### src/rtl/zynq_axi3_pkg.sv
// Shared constants, enums and helpers for the AXI4 -> AXI3 burst splitter.
// Used by the top and by the per-channel burst generator.
package zynq_axi3_pkg;

  localparam logic [1:0] AXI_BURST_INCR = 2'b01;
  localparam logic [3:0] AXI_CACHE      = 4'b0011;
  localparam logic [1:0] AXI_LOCK       = 2'b00;
  localparam logic [3:0] AXI_QOS        = 4'b0000;
  localparam logic [2:0] AXI_PROT       = 3'b000;
  localparam int unsigned AXI3_MAX_LEN  = 16;

  typedef enum logic [1:0] {
    RESP_OKAY   = 2'b00,
    RESP_EXOKAY = 2'b01,
    RESP_SLVERR = 2'b10,
    RESP_DECERR = 2'b11
  } axi_resp_e;

  typedef enum logic [1:0] {
    W_IDLE,
    W_AW,
    W_B,
    W_RESP
  } w_state_e;

  typedef enum logic [1:0] {
    R_IDLE,
    R_AR,
    R_DATA
  } r_state_e;

  function automatic logic [1:0] max_resp(
    input logic [1:0] a,
    input logic [1:0] b
  );
    return (a > b) ? a : b;
  endfunction

endpackage

### src/rtl/zynq_axi_burst_splitter.sv
// Turns one captured AXI4 burst into a run of <=16-beat AXI3 sub-bursts.
// Holds the running address, the beats still to issue and the sub-burst count.
module zynq_axi_burst_splitter
  import zynq_axi3_pkg::*;
#(
  parameter int addr_width_p = 32,
  parameter int data_width_p = 64,
  parameter int id_width_p   = 6
) (
  input  logic                    clk_i,
  input  logic                    reset_i,
  input  logic                    load_i,
  input  logic [addr_width_p-1:0] addr_i,
  input  logic [7:0]              len_i,
  input  logic [id_width_p-1:0]   id_i,
  input  logic                    active_i,
  input  logic                    ready_i,
  output logic                    valid_o,
  output logic [addr_width_p-1:0] addr_o,
  output logic [3:0]              len_o,
  output logic [id_width_p-1:0]   id_o,
  output logic [4:0]              nsub_o,
  output logic                    done_o
);

  localparam logic [addr_width_p-1:0] step_lp =
    addr_width_p'(AXI3_MAX_LEN * (data_width_p / 8));

  logic [8:0] rem;
  logic       hs;

  assign valid_o = active_i;
  assign hs      = active_i & ready_i;
  assign len_o   = (rem >= 9'd16) ? 4'hF : 4'(rem - 9'd1);
  assign done_o  = hs & (rem <= 9'd16);

  // Capture a new burst, then advance one sub-burst per handshake.
  always_ff @(posedge clk_i or posedge reset_i) begin
    if (reset_i) begin
      addr_o <= '0;
      rem    <= '0;
      id_o   <= '0;
      nsub_o <= '0;
    end else if (load_i) begin
      addr_o <= addr_i;
      rem    <= {1'b0, len_i} + 9'd1;
      id_o   <= id_i;
      nsub_o <= {1'b0, len_i[7:4]} + 5'd1;
    end else if (hs) begin
      addr_o <= addr_o + step_lp;
      rem    <= (rem > 9'd16) ? rem - 9'd16 : '0;
    end
  end

endmodule

### src/rtl/zynq_axi4_to_axi3_splitter.sv
// AXI4 master to Zynq HP (AXI3) bridge: splits long INCR bursts into
// 16-beat pieces, rebuilds wlast/wid, merges B and gates rlast.
module zynq_axi4_to_axi3_splitter
  import zynq_axi3_pkg::*;
#(
  parameter int addr_width_p = 32,
  parameter int data_width_p = 64,
  parameter int id_width_p   = 6
) (
  input  logic                      clk_i,
  input  logic                      reset_i,
  input  logic [addr_width_p-1:0]   s_awaddr,
  input  logic [7:0]                s_awlen,
  input  logic [id_width_p-1:0]     s_awid,
  input  logic                      s_awvalid,
  output logic                      s_awready,
  input  logic [data_width_p-1:0]   s_wdata,
  input  logic [data_width_p/8-1:0] s_wstrb,
  input  logic                      s_wlast,
  input  logic                      s_wvalid,
  output logic                      s_wready,
  output logic [id_width_p-1:0]     s_bid,
  output logic [1:0]                s_bresp,
  output logic                      s_bvalid,
  input  logic                      s_bready,
  input  logic [addr_width_p-1:0]   s_araddr,
  input  logic [7:0]                s_arlen,
  input  logic [id_width_p-1:0]     s_arid,
  input  logic                      s_arvalid,
  output logic                      s_arready,
  output logic [data_width_p-1:0]   s_rdata,
  output logic [id_width_p-1:0]     s_rid,
  output logic [1:0]                s_rresp,
  output logic                      s_rlast,
  output logic                      s_rvalid,
  input  logic                      s_rready,
  output logic [addr_width_p-1:0]   m_awaddr,
  output logic [3:0]                m_awlen,
  output logic [id_width_p-1:0]     m_awid,
  output logic                      m_awvalid,
  output logic [1:0]                m_awlock,
  output logic [3:0]                m_awcache,
  output logic [2:0]                m_awprot,
  output logic [2:0]                m_awsize,
  output logic [1:0]                m_awburst,
  output logic [3:0]                m_awqos,
  input  logic                      m_awready,
  output logic [data_width_p-1:0]   m_wdata,
  output logic [data_width_p/8-1:0] m_wstrb,
  output logic [id_width_p-1:0]     m_wid,
  output logic                      m_wlast,
  output logic                      m_wvalid,
  input  logic                      m_wready,
  input  logic [id_width_p-1:0]     m_bid,
  input  logic [1:0]                m_bresp,
  input  logic                      m_bvalid,
  output logic                      m_bready,
  output logic [addr_width_p-1:0]   m_araddr,
  output logic [3:0]                m_arlen,
  output logic [id_width_p-1:0]     m_arid,
  output logic                      m_arvalid,
  output logic [1:0]                m_arlock,
  output logic [3:0]                m_arcache,
  output logic [2:0]                m_arprot,
  output logic [2:0]                m_arsize,
  output logic [1:0]                m_arburst,
  output logic [3:0]                m_arqos,
  input  logic                      m_arready,
  input  logic [data_width_p-1:0]   m_rdata,
  input  logic [id_width_p-1:0]     m_rid,
  input  logic [1:0]                m_rresp,
  input  logic                      m_rlast,
  input  logic                      m_rvalid,
  output logic                      m_rready
);

  localparam int size_lp = $clog2(data_width_p / 8);

  w_state_e  w_state, w_next;
  r_state_e  r_state, r_next;
  logic      aw_load, aw_done, ar_load, ar_done;
  logic [4:0] aw_nsub, ar_nsub, bcnt, bcnt_next, rcnt;
  logic [8:0] wleft;
  logic [3:0] widx;
  axi_resp_e worst_resp;
  logic      w_pass, w_hs, b_hs, r_pass, r_hs, r_final, r_lastsub;
  logic      unused_ok;

  assign unused_ok = &{1'b0, s_wlast, m_bid};

  assign m_awlock  = AXI_LOCK;
  assign m_awcache = AXI_CACHE;
  assign m_awprot  = AXI_PROT;
  assign m_awsize  = 3'(size_lp);
  assign m_awburst = AXI_BURST_INCR;
  assign m_awqos   = AXI_QOS;
  assign m_arlock  = AXI_LOCK;
  assign m_arcache = AXI_CACHE;
  assign m_arprot  = AXI_PROT;
  assign m_arsize  = 3'(size_lp);
  assign m_arburst = AXI_BURST_INCR;
  assign m_arqos   = AXI_QOS;

  assign s_awready = (w_state == W_IDLE) & ~reset_i;
  assign aw_load   = s_awvalid & s_awready;
  assign s_arready = (r_state == R_IDLE) & ~reset_i;
  assign ar_load   = s_arvalid & s_arready;

  zynq_axi_burst_splitter #(
    .addr_width_p(addr_width_p),
    .data_width_p(data_width_p),
    .id_width_p  (id_width_p)
  ) aw_split (
    .clk_i   (clk_i),
    .reset_i (reset_i),
    .load_i  (aw_load),
    .addr_i  (s_awaddr),
    .len_i   (s_awlen),
    .id_i    (s_awid),
    .active_i(w_state == W_AW),
    .ready_i (m_awready),
    .valid_o (m_awvalid),
    .addr_o  (m_awaddr),
    .len_o   (m_awlen),
    .id_o    (m_awid),
    .nsub_o  (aw_nsub),
    .done_o  (aw_done)
  );

  zynq_axi_burst_splitter #(
    .addr_width_p(addr_width_p),
    .data_width_p(data_width_p),
    .id_width_p  (id_width_p)
  ) ar_split (
    .clk_i   (clk_i),
    .reset_i (reset_i),
    .load_i  (ar_load),
    .addr_i  (s_araddr),
    .len_i   (s_arlen),
    .id_i    (s_arid),
    .active_i(r_state == R_AR),
    .ready_i (m_arready),
    .valid_o (m_arvalid),
    .addr_o  (m_araddr),
    .len_o   (m_arlen),
    .id_o    (m_arid),
    .nsub_o  (ar_nsub),
    .done_o  (ar_done)
  );

  assign w_pass   = ((w_state == W_AW) | (w_state == W_B)) & (wleft != 9'd0);
  assign m_wvalid = w_pass & s_wvalid;
  assign s_wready = w_pass & m_wready;
  assign w_hs     = m_wvalid & m_wready;
  assign m_wdata  = s_wdata;
  assign m_wstrb  = s_wstrb;
  assign m_wid    = m_awid;
  assign m_wlast  = (widx == 4'hF) | (wleft == 9'd1);

  assign m_bready  = (w_state == W_AW) | (w_state == W_B);
  assign b_hs      = m_bvalid & m_bready;
  assign bcnt_next = bcnt + 5'(b_hs);
  assign s_bvalid  = (w_state == W_RESP);
  assign s_bid     = m_awid;
  assign s_bresp   = worst_resp;

  // Write sequencing: issue sub-AWs, collect every B, return one merged B.
  always_comb begin
    w_next = w_state;
    unique case (w_state)
      W_IDLE: if (aw_load) w_next = W_AW;
      W_AW:   if (aw_done) w_next = W_B;
      W_B:    if (bcnt_next == aw_nsub) w_next = W_RESP;
      W_RESP: if (s_bready) w_next = W_IDLE;
      default: w_next = W_IDLE;
    endcase
  end

  // Write state plus beat, group and response bookkeeping.
  always_ff @(posedge clk_i or posedge reset_i) begin
    if (reset_i) begin
      w_state    <= W_IDLE;
      wleft      <= '0;
      widx       <= '0;
      bcnt       <= '0;
      worst_resp <= RESP_OKAY;
    end else begin
      w_state <= w_next;
      if (aw_load) begin
        wleft      <= {1'b0, s_awlen} + 9'd1;
        widx       <= '0;
        bcnt       <= '0;
        worst_resp <= RESP_OKAY;
      end else begin
        if (w_hs) begin
          wleft <= wleft - 9'd1;
          widx  <= widx + 4'd1;
        end
        if (b_hs) begin
          bcnt       <= bcnt_next;
          worst_resp <= axi_resp_e'(max_resp(worst_resp, m_bresp));
        end
      end
    end
  end

  assign r_pass    = (r_state != R_IDLE);
  assign s_rvalid  = r_pass & m_rvalid;
  assign m_rready  = r_pass & s_rready;
  assign r_hs      = m_rvalid & m_rready;
  assign s_rdata   = m_rdata;
  assign s_rid     = m_rid;
  assign s_rresp   = m_rresp;
  assign r_lastsub = (rcnt == ar_nsub - 5'd1);
  assign s_rlast   = m_rlast & r_lastsub;
  assign r_final   = r_hs & m_rlast & r_lastsub;

  // Read sequencing: issue sub-ARs, finish on the last sub-burst's rlast.
  always_comb begin
    r_next = r_state;
    unique case (r_state)
      R_IDLE: if (ar_load) r_next = R_AR;
      R_AR:   if (ar_done) r_next = R_DATA;
      R_DATA: if (r_final) r_next = R_IDLE;
      default: r_next = R_IDLE;
    endcase
  end

  // Read state and count of completed sub-bursts.
  always_ff @(posedge clk_i or posedge reset_i) begin
    if (reset_i) begin
      r_state <= R_IDLE;
      rcnt    <= '0;
    end else begin
      r_state <= r_next;
      if (ar_load) rcnt <= '0;
      else if (r_hs & m_rlast) rcnt <= rcnt + 5'd1;
    end
  end

  // Upstream promises no burst crosses a 4 KB page.
  always_ff @(posedge clk_i) begin
    if (!reset_i && aw_load)
      assert ({4'd0, s_awaddr[11:0]} + (({8'd0, s_awlen} + 16'd1) << size_lp)
              <= 16'h1000);
    if (!reset_i && ar_load)
      assert ({4'd0, s_araddr[11:0]} + (({8'd0, s_arlen} + 16'd1) << size_lp)
              <= 16'h1000);
  end

endmodule

### config.mk
export PLATFORM = sky130hd
export DESIGN_NAME = zynq_axi4_to_axi3_splitter
export DESIGN_NICKNAME = d
export VERILOG_FILES = /design/src/rtl/zynq_axi3_pkg.sv /design/src/rtl/zynq_axi_burst_splitter.sv /design/src/rtl/zynq_axi4_to_axi3_splitter.sv
export SDC_FILE = /design/constraint.sdc
export NUM_CORES = 1
export LEC_CHECK = 0
export ABC_AREA = 1
export CORE_AREA = 2 2 215 217
export CTS_BUF_LIST = sky130_fd_sc_hd__clkbuf_4
export DETAILED_ROUTE_END_ITERATION = 16
export DIE_AREA = 0 0 217 219
export PLACE_DENSITY_LB_ADDON = 0.15
export SLEW_MARGIN = 40
export SYNTH_ARGS = -nofsm -noshare
export SYNTH_HDL_FRONTEND = slang
export SYNTH_HIERARCHICAL = 1
export SYNTH_SLANG_ARGS = --single-unit
### constraint.sdc
create_clock -name clk_i -period 2.54 [get_ports clk_i]
set_input_delay 0.508 -clock clk_i [delete_from_list [all_inputs] [get_ports clk_i]]
set_output_delay 0.508 -clock clk_i [all_outputs]
set_load 0.01 [all_outputs]
Word-level counts from Yosys, hierarchy flattened. Cells that the tools add are included.

Flip-flop bits (word level): 133.

Add/sub/neg operators: 15. Magnitude comparators: 7. Eq/ne operators: 17. Multiplexer cells: 32. Bitwise gates (word level): 22. Reductions and logical operators: 12.

Operators by type and width (count): 32-bit 2-to-1 mux (4); 9-bit 2-to-1 mux (8); 32-bit by 8-bit adder with 32-bit output, second input constant (2); 2-bit 2-to-1 mux (10); 5-bit 2-to-1 mux (4); 1-bit AND (19); 8-bit by 1-bit adder with 9-bit output, second input constant (2); 9-bit by 5-bit greater-or-equal comparator with 1-bit output, second input constant (2); 9-bit by 5-bit greater-than comparator with 1-bit output, second input constant (2); 9-bit by 5-bit <= comparator with 1-bit output, second input constant (2); 9-bit by 5-bit subtractor with 9-bit output, second input constant (2); 4-bit 2-to-1 mux (4); 2-bit != test, second input constant (6); 2-bit nonzero test (6); 4-bit by 1-bit adder with 5-bit output, second input constant (2); 5-bit == test (2); 9-bit by 1-bit == test with 1-bit output, second input constant (1); 9-bit nonzero test (1); 9-bit by 1-bit subtractor with 9-bit output, second input constant (1); 2-bit one-hot mux with 4 select lines (1); 4-bit by 1-bit subtractor with 4-bit output, second input constant (2); 2-bit == test, second input constant (3); 2-bit one-hot mux with 3 select lines (1); 5-bit by 1-bit adder with 5-bit output (1); 13 further kinds (17).

Longest topological paths before layout.
Word-level depth: 7. Depth in mapped cells: 18. Gate-level depth less buffers: 18.

Modules after synthesis. The synthesis kept the hierarchy.

By module, submodules not included: zynq_axi_burst_splitter (times used 2, cells each 461, area an instance 3231.8 um2, seq. area each 1301.2 um2); zynq_axi4_to_axi3_splitter (times used 1, cells each 499, area an instance 3706.1 um2, seq. area each 725.7 um2).

Worst setup path before layout. OpenSTA, ideal clock, no wires.

Path type: reg-to-reg. Start point: register w_state[0]. End point: register w_state[1]. Arrival time: 2.089 ns. Setup slack: 0.334 ns. Stages on the path, launching flop included: 18. Buffers on the path: 0. Clock period less this slack: 2.206 ns. Path through: dfrtp_1 inv_1 ha_1 nand2_1 inv_1 ha_1 ha_1 inv_1 nand2_1 nand2_1 nor2_1 nand2_1 nor2_1 nand3_1 nand2_1 nand2_1 nand2_1 nand2_1.

Longest elaborated chain between the ends: 7. Elaborated cells between the ends (all ways): 18. Those cells by class: 1 x add/sub; 8 x eq/ne; 1 x mux; 6 x bitwise; 2 x reduce/logical.

RTL lines: start: declaration (RTL line zynq_axi4_to_axi3_splitter.sv:79) `w_state_e w_state, w_next;`; start signal: assignment (RTL line zynq_axi4_to_axi3_splitter.sv:188) `w_state <= w_next;`; 2-bit by 1-bit == test with 1-bit output / 2-bit == test (equally long branches) (RTL line zynq_axi4_to_axi3_splitter.sv:160) `assign m_bready = (w_state == W_AW) | (w_state == W_B);`; 1-bit bitwise OR (*) (RTL line zynq_axi4_to_axi3_splitter.sv:160); via m_bready (RTL line zynq_axi4_to_axi3_splitter.sv:57) `output logic m_bready,`; 1-bit AND (*) (RTL line zynq_axi4_to_axi3_splitter.sv:161) `assign b_hs = m_bvalid & m_bready;`; 5-bit by 1-bit adder with 5-bit output (*) (RTL line zynq_axi4_to_axi3_splitter.sv:162) `assign bcnt_next = bcnt + 5'(b_hs);`; 5-bit == test (*) (RTL line zynq_axi4_to_axi3_splitter.sv:173) `W_B: if (bcnt_next == aw_nsub) w_next = W_RESP;`; 2-bit by 1-bit != test with 1-bit output (no source line) (*); 4-bit AND reduction (no source line) (*).

The timed path passes the listed nets; every way through them passes the cells marked *. A chain may end at the register's enable or synchronous reset.

Final worst setup path.
Start point: register ar_split.nsub_o[0]. End point: output s_rlast.

Longest elaborated chain between the ends: 3.

RTL lines: start: declaration (RTL line zynq_axi_burst_splitter.sv:22) `output logic [4:0] nsub_o,`; start signal: assignment (RTL line zynq_axi_burst_splitter.sv:48) `nsub_o <= {1'b0, len_i[7:4]} + 5'd1;`; 5-bit by 1-bit subtractor with 5-bit output (RTL line zynq_axi4_to_axi3_splitter.sv:214) `assign r_lastsub = (rcnt == ar_nsub - 5'd1);`; 5-bit == test (RTL line zynq_axi4_to_axi3_splitter.sv:214); 1-bit AND (RTL line zynq_axi4_to_axi3_splitter.sv:215) `assign s_rlast = m_rlast & r_lastsub;`; end: declaration (RTL line zynq_axi4_to_axi3_splitter.sv:34) `output logic s_rlast,`.

Every way passes these cells.

==> results.yml <==
critical_path:
  cp-start-kind: "register"
  slowest_delay_ns: 0.40
  r2r_cells: 17
  r2r_setup_slack_ns: 0.08
  cp_top_family: "flip-flops"
  crit_path_end_kind: "primary output"
  required_ns: 2.03
  cp.buffers_inverters: 2
  crit-reg2reg-launch: "ar_split/rem[5]"
  critical_path_class: "register to primary output"
  crit_chain: "inv_2 > ha_4 > xnor2_1 > a21oi_1 > o21ai_1 > nor2_1 > and3_1 > buf_2"
  cp_max_fo: 2
  cpMaxStageDelayCell: "dfrtp_1"
  cp_data_arrival_time_ns: 2.09
  r2r-end: "ar_split/rem[6]"
die:
  core_mm2: 0.0451
  ios: 548
  die_h_um: 219
  fp-row-count: 78
  die_w_um: 217
  start_util_pct: 22.6
  die-area_mm2: 0.0475
power_and_ir_drop:
  p_int_w: 0.00709
  p_leak_nw: 5.96
  peakVddDrop_v: 0.000386
  power.density_mw_per_mm2: 990
  comb_power_share_pct: 56.6
  seq_power_share_pct: 33.5
  p_sw_w: 0.00558
  pwr-share-clk_pct: 9.9
  sw_frac_of_total_pct: 44.1
cells_and_area:
  seq_area_mm2: 0.00333
  drive_gt1_share_pct: 16.0
  area_delta_synth_final_pct: 25.8
  nFillCells: 5004
  final_cell_area_mm2: 0.0128
  multiInputGateArea_mm2: 0.00500
  final_core_util_pct: 28.4
  num-nets-final: 1846
timing:
  hold_violations: 0
  hold_slack_ns: 0.324
  finalWorstSetupSlack_ns: -0.0568
  setup_viol: 1
  fin_crit_sh_pct: 102
  min_period_ns: 2.60
  finalClockSkew_ns: 0.0170
  max_freq_mhz: 385
  fin_tns_setup_ns: -0.0568
  rsz0062_at_grt: "yes"
  final_max_slew_viol_count: 0
detailed_routing:
  dr_total_vias: 9018
  top_layer_used: "met5"
  drtIter0Drc: 454
  wl_met2_mm: 14.4
  viasPerCell: 4.15
  drt-total-wl_mm: 32.1
  wl_per_cell_um: 14.8
  wl_met3_mm: 2.94
  drt-met1-wl_mm: 13.8
  drc: 0
  ant_nets: 0
  dr.pass1.iters: 5
synth:
  synth_area_leaders: "dfrtp_1 (33%), nand2_1 (16%), buf_4 (14%)"
  netlist-cell-type-count: 43
  syn_area_mm2: 0.0102
  netlist_instances: 1421
  synth_area_per_cell_um2: 7.16
  synth.top_cell.area_share_pct: 32.7
  synth-seq-cells: 133
  yosysTopAreaCell: "dfrtp_1"
  yosys_warnings: 6
  yosysSeqAreaShare_pct: 32.7
global_route:
  grt_pass1_vias: 8876
  grt_overflow_total: 0
  grt_pass1_wl_mm: 50.3
  antenna_found_initial: 2
  grt_max_degree: 53
  grt_usage_pct: 13.8
clock_tree:
  cts_tree: "done"
  clock_latency_ns: 0.70
  cts_max_level: 4
  path_clk_slew_ns: 0.12
  postCtsHoldBufs: 0
  cts_root_buf: "clkbuf_4"
  cts_buffers: 17
  cts.sinks: 133
  clock_path_buffers: 2
place:
  port_buffers: 216
  hpwl_mm: 23.9
  placed_cell_area_mm2: 0.0120
  gp_congestion: 0.792
worst_hold_path:
  hp-class: "input port to register"
  hold_depth: 3
  hold_path_end: "ar_split/addr_o[5]"
  hold_start: "s_araddr[5]"
flow_run:
  drv_cap: 0
run_status:
  violations: "setup timing"
  status: "finished, violations left"
-- cells in the final DEF, fill, tap and decap left out, types with 12 or more instances in the layout --
| cell type | count |
|---|---|
| inv_2 | 31 |
| nand2_2 | 21 |
| nor2_4 | 16 |
| clkdlybuf4s50_1 | 196 |
| dfrtp_1 | 133 |
| buf_6 | 14 |
| buf_4 | 73 |
| a21oi_1 | 21 |
| xor2_1 | 22 |
| clkbuf_4 | 20 |
| inv_1 | 115 |
| conb_1 | 36 |
| nor2_1 | 86 |
| ha_1 | 20 |
| nand4_1 | 33 |
| nand3_1 | 124 |
| o21bai_1 | 12 |
| nand2_1 | 419 |
| o21ai_0 | 36 |
-- sequential cells by signal, indices dropped and copies added, names as in the netlist --
signal,count
ar_split/addr_o,32
ar_split/id_o,6
ar_split/nsub_o,5
ar_split/rem,9
aw_split/addr_o,32
aw_split/id_o,6
aw_split/nsub_o,5
aw_split/rem,9
bcnt,5
r_state,2
rcnt,5
s_bresp,2
w_state,2
widx,4
wleft,9
-- through the flow --
stage | total power (W) | worst slack [ns] | cells
CTS | 0.0126 | -0.292 | 2155
global route | 0.0140 | -0.294 | 2173
global placement | 0.0107 | 0.0264 | 2091
finish | 0.0127 | -0.0568 | 2173
floorplan | 0.00816 | 0.334 | 1455
detailed placement | 0.0108 | 0.0269 | 2091
-- synth_stat cells, drive strengths merged --
library cell	count
a21oi	24
a22o	6
a31o	2
a31oi	4
and2	1
and3	1
buf	219
clkbuf	2
clkinv	2
conb	2
dfrtp	133
ha	29
inv	146
nand2	448
nand3	131
nand3b	1
nand4	33
nor2	113
nor3	5
nor3b	2
o211a	2
o211ai	10
o21ai	53
o21bai	12
o22ai	4
o31ai	3
or2	1
xnor2	10
xor2	22
-- cell type report --
cell class / instances / share of cell area (%)
Sequential cell: 133 / 26.0
Multi-Input combinational cell: 953 / 39.1
Timing Repair Buffer: 306 / 23.1
Antenna cell: 4 / 0.0782
Clock inverter: 9 / 0.323
Inverter: 148 / 4.34
Tap cell: 600 / 5.87
Clock buffer: 20 / 1.17
-- power groups by stage --
stage	Combinational, W	Clock [W]	Sequential (W)
2_1_floorplan	0.00392	0	0.00424
3_3_place_gp	0.00647	0	0.00426
3_5_place_dp	0.00650	0	0.00426
4_1_cts	0.00699	0.00141	0.00424
5_1_grt	0.00811	0.00146	0.00443
6_report	0.00718	0.00125	0.00424
-- worst max-delay path by stage --
stage | from | endpoint | slack, ns | cells after the start
after floorplan | w_state[0] | w_state[1] | 0.33 | 17
after global placement | m_bvalid | w_state[0] | 0.03 | 16
after detailed placement | m_bvalid | w_state[1] | 0.03 | 16
after CTS | ar_split/nsub_o[1] | s_rlast | -0.29 | 8
after global routing | ar_split/nsub_o[0] | s_rlast | -0.29 | 8
final | ar_split/nsub_o[0] | s_rlast | -0.06 | 8
-- tightest hold or removal path: cells and delay by family --
family	cells	cell delay, ns
buffers and inverters	1	0.39
AND/OR/NAND/NOR	2	0.10
-- cells by family after synthesis --
family	count (synthesis)	synth area share, %
compound gates	120	7.38
xor+xnor	32	2.76
fa+ha+maj	29	3.57
buf+inv	369	21.3
flops	133	32.7
other cells	2	0.0738
simple gates	736	32.2
-- layer usage --
layer	GRT usage, %	vias up
met3	6.46	57
met1	16.4	4079
met2	21.3	316
met5	0.625	-
met4	5.55	2
li1	-	4564
-- repair_timing --
action,in CTS,in global routing
buffers inserted,36,16
setup endpoints to repair,20,14
pin swaps,15,12
gates resized for setup,100,28
gates cloned,0,0
Note: power is estimated with default switching activity, not from simulation.
